--- config.mk ---
export PLATFORM = sky130hd
export DESIGN_NAME = dbus_arbiter
export DESIGN_NICKNAME = d
export VERILOG_FILES = /design/src/rtl/dbus_pkg.sv /design/src/rtl/dbus_master_mux.sv /design/src/rtl/dbus_arbiter.sv
export SDC_FILE = /design/constraint.sdc
export NUM_CORES = 1
export LEC_CHECK = 0
export CAP_MARGIN = 25
export CORE_UTILIZATION = 27
export DETAILED_ROUTE_END_ITERATION = 8
export PLACE_DENSITY = 0.92
export SLEW_MARGIN = 10
export SYNTH_ARGS = -nofsm -noshare
export SYNTH_HDL_FRONTEND = slang
export SYNTH_SLANG_ARGS = --single-unit
export TNS_END_PERCENT = 20
--- constraint.sdc ---
create_clock -name clk -period 4.48 [get_ports clk]
set_input_delay 1.344 -clock clk [delete_from_list [all_inputs] [get_ports clk]]
set_output_delay 1.344 -clock clk [all_outputs]
set_load 0.01 [all_outputs]
--- src/rtl/dbus_pkg.sv ---
// Shared types and constants for the two-master data-bus arbiter.
// Imported by dbus_arbiter; holds owner states, master ids and the burst-count width.
package dbus_pkg;

    localparam int CNT_W = 4;
    localparam logic [CNT_W-1:0] CNT_MAX = 4'hF;

    typedef enum logic [1:0] {
        IDLE = 2'd0,
        OWN0 = 2'd1,
        OWN1 = 2'd2
    } state_t;

    typedef enum logic {
        MST0 = 1'b0,
        MST1 = 1'b1
    } master_t;

    function automatic state_t own_state(master_t m);
        return (m == MST1) ? OWN1 : OWN0;
    endfunction

endpackage

--- src/rtl/dbus_master_mux.sv ---
// Combinational request/data multiplexer: steers the granted master's
// address, write data and byte enables onto the shared data port.
module dbus_master_mux (
    input  logic        gnt,
    input  logic        sel,
    input  logic [15:0] m0_addr,
    input  logic [1:0]  m0_we,
    input  logic [15:0] m0_wdata,
    input  logic [15:0] m1_addr,
    input  logic [1:0]  m1_we,
    input  logic [15:0] m1_wdata,
    output logic [15:0] bus_addr,
    output logic [15:0] bus_wdata,
    output logic [1:0]  bus_we
);

    // Without a grant the shared port is parked at zero so no stray write fires.
    always_comb begin
        bus_addr  = 16'h0000;
        bus_wdata = 16'h0000;
        bus_we    = 2'b00;
        if (gnt) begin
            if (sel) begin
                bus_addr  = m1_addr;
                bus_wdata = m1_wdata;
                bus_we    = m1_we;
            end else begin
                bus_addr  = m0_addr;
                bus_wdata = m0_wdata;
                bus_we    = m0_we;
            end
        end
    end

endmodule

--- src/rtl/dbus_arbiter.sv ---
// Two-master (CPU/DMA) data-bus arbiter with bounded bursts and a one-deep
// read tag that routes the slave's next-cycle read data back to its issuer.
module dbus_arbiter
    import dbus_pkg::*;
#(
    parameter int MAXBURST = 4
) (
    input  logic        clk,
    input  logic        reset_n,
    input  logic        m0_req,
    input  logic [15:0] m0_addr,
    input  logic [1:0]  m0_we,
    input  logic [15:0] m0_wdata,
    input  logic        m1_req,
    input  logic [15:0] m1_addr,
    input  logic [1:0]  m1_we,
    input  logic [15:0] m1_wdata,
    output logic        m0_gnt,
    output logic        m1_gnt,
    output logic        m0_rvalid,
    output logic        m1_rvalid,
    output logic [15:0] rdata,
    output logic [15:0] dread_addr,
    output logic [15:0] dwrite_addr,
    output logic [15:0] dwrite_data,
    output logic [1:0]  dwrite_en,
    input  logic [15:0] dread_data
);

    localparam logic [CNT_W-1:0] MAXB = CNT_W'(MAXBURST);

    state_t           state_q, state_d;
    master_t          last_q, last_d;
    logic [CNT_W-1:0] cnt_q, cnt_d;
    logic             tag_valid_q, tag_valid_d;
    master_t          tag_master_q, tag_master_d;

    logic             gnt_any;
    master_t          winner;
    logic [15:0]      bus_addr;

    // Grants are gated by reset_n so nothing is accepted while reset is held.
    always_comb begin
        gnt_any = 1'b0;
        winner  = MST0;
        if (reset_n) begin
            if (m0_req && m1_req) begin
                gnt_any = 1'b1;
                if (state_q == OWN0 && cnt_q < MAXB) begin
                    winner = MST0;
                end else if (state_q == OWN1 && cnt_q < MAXB) begin
                    winner = MST1;
                end else begin
                    winner = (last_q == MST0) ? MST1 : MST0;
                end
            end else if (m0_req) begin
                gnt_any = 1'b1;
                winner  = MST0;
            end else if (m1_req) begin
                gnt_any = 1'b1;
                winner  = MST1;
            end
        end
    end

    dbus_master_mux u_mux (
        .gnt       (gnt_any),
        .sel       (winner == MST1),
        .m0_addr   (m0_addr),
        .m0_we     (m0_we),
        .m0_wdata  (m0_wdata),
        .m1_addr   (m1_addr),
        .m1_we     (m1_we),
        .m1_wdata  (m1_wdata),
        .bus_addr  (bus_addr),
        .bus_wdata (dwrite_data),
        .bus_we    (dwrite_en)
    );

    // The last winner deliberately survives idle cycles so ties keep alternating.
    always_comb begin
        state_d      = state_q;
        last_d       = last_q;
        cnt_d        = cnt_q;
        tag_valid_d  = 1'b0;
        tag_master_d = tag_master_q;
        if (gnt_any) begin
            state_d      = own_state(winner);
            last_d       = winner;
            tag_valid_d  = (dwrite_en == 2'b00);
            tag_master_d = winner;
            if (state_q == own_state(winner)) begin
                cnt_d = (cnt_q == CNT_MAX) ? cnt_q : cnt_q + 1'b1;
            end else begin
                cnt_d = CNT_W'(1);
            end
        end else begin
            state_d = IDLE;
            cnt_d   = '0;
        end
    end

    always_ff @(posedge clk or negedge reset_n) begin
        if (!reset_n) begin
            state_q      <= IDLE;
            last_q       <= MST1;
            cnt_q        <= '0;
            tag_valid_q  <= 1'b0;
            tag_master_q <= MST0;
        end else begin
            state_q      <= state_d;
            last_q       <= last_d;
            cnt_q        <= cnt_d;
            tag_valid_q  <= tag_valid_d;
            tag_master_q <= tag_master_d;
        end
    end

    assign m0_gnt      = gnt_any && (winner == MST0);
    assign m1_gnt      = gnt_any && (winner == MST1);
    assign m0_rvalid   = tag_valid_q && (tag_master_q == MST0);
    assign m1_rvalid   = tag_valid_q && (tag_master_q == MST1);
    assign rdata       = dread_data;
    assign dread_addr  = bus_addr;
    assign dwrite_addr = bus_addr;

endmodule

==> key figures, run 1 <==
Status
  – Outcome: complete, no violations

Clock network
  – CTS tree: built
  – Root buf cell: clkbuf_8
  – Num CTS Buffers: 3
  – Skew-Pair Late Insertion Delay: 0.23 ns
  – Clock tree buffer depth: 2
  – # clock sinks: 9
  – Clock slew at reported path FFs: approximately 0.040 ns
  – H-tree Lvls: 1
  – Post-CTS Hold Buffers: 0

GRT
  – Number of global-route vias before repair: between 1,500 and 2,000
  – Global Route Usage Sum: 0.156
  – GR Overflow Total: 0
  – First-pass GRT wire length: between 6 and 7 mm
  – Largest net degree at the start of global routing: 47
  – Initial antenna violation count: 0

Floorplanning
  – Io pins: 158
  – Die X-Extent: 72.5 µm
  – Area of the die: around 5300 µm²
  – Core footprint: roughly 4800 µm²
  – Height of the chip: between 70 and 80 µm
  – Initial Util: 0.282
  – Rows: 25

Setup path
  – CP Max Fanout: 12
  – Setup crit start kind: input pin
  – Req. time, crit path: around 3.1 ns
  – Setup CP Type: in2out
  – CP Data Arrival Time: between 3 and 4 ns
  – Critical Path Sink Type: output port

Pwr
  – Clock Power Share: 0.210
  – Tot Pwr: 0.000442 W
  – Combinational Power Share: 0.578
  – Net Switching: about 0.00015 W
  – Int Power: 0.000296 W
  – Power density over cell area: around 170 nW/µm²
  – Leakage: around 1.2 nW
  – Sw Ratio: 0.330
  – Sequential Power Share: 0.212
  – Worst-case vdd ir drop: between 0.00008 and 0.00009 V

Yosys
  – Yosys reg bits: 9
  – Avg Cell Area, Syn: approximately 7 µm²
  – Register area share after synthesis: 0.169
  – Cell Area, Synth: between 1000 and 1500 µm²
  – Post-Syn Nets: ~280
  – Mapped Cells: roughly 190
  – Number of synthesis warnings: 0
  – Synth cell types: 31

Timing
  – Fin Setup TNS: 0 ns
  – Final min period: roughly 4.4 ns
  – Unrepaired setup endpoints after global routing: true
  – Skew final: approximately 0.0018 ns
  – # setup viols final: 0
  – Final period utilization: 0.986
  – Slew @ Worst Pin: about 0.68 ns
  – Max transition margin: 0.538
  – Post-route setup slack: roughly 0.062 ns
  – Peak Freq: 226 MHz
  – Max Slew Vio Count: 0
  – Final Hold Viols: 0

Routing
  – Drt via density: between 4 and 5
  – Detail Route Antenna Nets: 0
  – Initial DRC count: 60
  – Routed WL per cell: around 13 µm
  – Drt first pass iters: 4
  – WL final: approximately 4.7 mm
  – Vias: roughly 1,700
  – DRC: 0

Final layout
  – Commonest non-fill, non-tap cell in the layout: clkdlybuf4s50_1
  – Area growth syn-to-layout: 89.8%
  – Ant diodes: 0
  – Most frequent cells in the layout: clkdlybuf4s50_1 (71), nand2_1 (69), dlygate4sd2_1 (41), o21ai_2 (19), buf_4 (18)
  – Share of cells above drive strength 1: 0.199
  – Fin cells: between 300 and 400
  – Total Nets Final: between 300 and 400

Placed design
  – Hpwl dp: approximately 3.4 mm
  – IO buf count: roughly 130
  – Dpl ws: -0.364 ns
  – Placer Congestion: ~0.8
  – DP Cell Count: 354

Min path
  – Min-delay worst type: reg2reg

Flow run
  – Max cap viols: 0
[sequential cells by signal (all words and copies together) (netlist names)]
name and cells:
cnt_q 4, state_q 2, last_q 1, tag_master_q 1, tag_valid_q 1
[kinds of logic after synthesis]
group,share of synthesized area
compound gates,0.282
flops,0.169
buf+inv,0.268
mux,0.00746
fa+ha+maj,0.00932
simple gates,0.257
xor+xnor,0.00652
[layer usage]
metal / track usage / vias to the layer above / part of all wire
li1: - / 826 / -
met1: 0.174 / 749 / 0.40
met2: 0.288 / 80 / 0.52
met3: 0.0250 / 8 / 0.068
met4: 0.0719 / 0 / 0.014
met5: 0 / - / 0
[critical path, cell delays in order]
cell and delay (ns):
dlygate4sd2_1 0.24, buf_4 0.16, o311a_4 0.14, a2111oi_4 0.36, buf_4 0.20, clkbuf_16 0.16
nand2_1 0.05, o21ai_0 0.09, dlygate4sd2_1 0.32
[final cells by class]
| cell class | instances | area, µm² |
|---|---|---|
| fill | 472 | 2210 |
| timing repair buffer | 150 | 1420 |
| multi-input combinational | 136 | 766 |
| sequential | 9 | 226 |
| tap | 67 | 83.8 |
| clock buffer | 4 | 45.0 |
| inverter | 2 | 7.51 |
[through the flow]
stage / utilization / hold slack, ns / cell area, µm²
after floorplan: - / 0.464 / 1340
after CTS: 0.524 / 0.533 / 2490
after global routing: 0.536 / 0.542 / 2550
after detailed placement: 0.518 / 0.523 / 2460
after global placement: 0.518 / 0.493 / 2460
final: 0.536 / 0.523 / 2550
[worst paths after layout]
check / from / to / slack, ns / cells past startpoint
max in group asynchronous: reset_n / last_q$_DFFE_PN1P_ / 2.78 / 2
setup reg to reg: cnt_q[2]$_DFFE_PN0P_ / last_q$_DFFE_PN1P_ / 2.27 / 8
min in group asynchronous: reset_n / cnt_q[1]$_DFFE_PN0P_ / 1.48 / 2
hold reg to reg: tag_master_q$_DFFE_PN0P_ / tag_master_q$_DFFE_PN0P_ / 0.52 / 1
hold / removal: tag_master_q$_DFFE_PN0P_ / tag_master_q$_DFFE_PN0P_ / 0.52 / 1
setup / recovery: m0_req / dread_addr[11] / 0.06 / 9
[power by group through the flow]
stage	logic (W)	clock network, W	registers, W
2_1_floorplan	0.000135	0	0.0000934
3_3_place_gp	0.000263	0	0.0000943
3_5_place_dp	0.000268	0	0.0000948
4_1_cts	0.000247	0.0000963	0.0000935
5_1_grt	0.000276	0.000102	0.0000942
6_report	0.000255	0.0000927	0.0000937
[cells in the mapped netlist]
| library cell | instances | share of area |
|---|---|---|
| and3b_2 | 1 | 0.0075 |
| a31oi_1 | 1 | 0.0047 |
| clkbuf_1 | 4 | 0.011 |
| a21o_1 | 2 | 0.011 |
| a2111oi_0 | 1 | 0.0065 |
| ha_1 | 1 | 0.0093 |
| nor4_1 | 1 | 0.0047 |
| o41ai_1 | 1 | 0.0065 |
| a2111oi_4 | 1 | 0.021 |
| o21a_1 | 2 | 0.011 |
| nor4b_1 | 1 | 0.0065 |
| o21ai_0 | 13 | 0.048 |
| o21bai_1 | 1 | 0.0056 |
| nor2b_1 | 1 | 0.0047 |
| nor2_1 | 4 | 0.011 |
| o211a_1 | 1 | 0.0075 |
| o311a_4 | 1 | 0.016 |
| nor3_1 | 3 | 0.011 |
| buf_4 | 33 | 0.18 |
| xor2_1 | 1 | 0.0065 |
| dfrtp_1 | 8 | 0.15 |
| and2_1 | 1 | 0.0047 |
| nand3_1 | 3 | 0.011 |
| buf_6 | 8 | 0.067 |
| dfstp_2 | 1 | 0.020 |
| o21ai_2 | 19 | 0.12 |
| inv_1 | 2 | 0.0056 |
| mux2i_1 | 1 | 0.0075 |
| nand2_1 | 70 | 0.20 |
| a211oi_1 | 1 | 0.0056 |
| o21ai_1 | 4 | 0.015 |
[what timing repair did]
item / 4_1_cts / 5_1_grt
endpoints found under the setup margin: 52 / 48
cloned: 1 / 2
pin swaps: 0 / 1
resized for setup: 77 / 14
buffers inserted: 5 / 2
No activity file was read; power rests on OpenSTA's default activity.
==> run 2: changes to the inputs <==
--- a/config.mk
+++ b/config.mk
@@ -6,6 +6,7 @@
 export NUM_CORES = 1
 export LEC_CHECK = 0
 export CAP_MARGIN = 25
+export CORE_MARGIN = 1
 export CORE_UTILIZATION = 27
 export DETAILED_ROUTE_END_ITERATION = 8
 export PLACE_DENSITY = 0.92
==> results of run 2 <==
The final DEF is identical to that of run 1; final timing and power are the same.
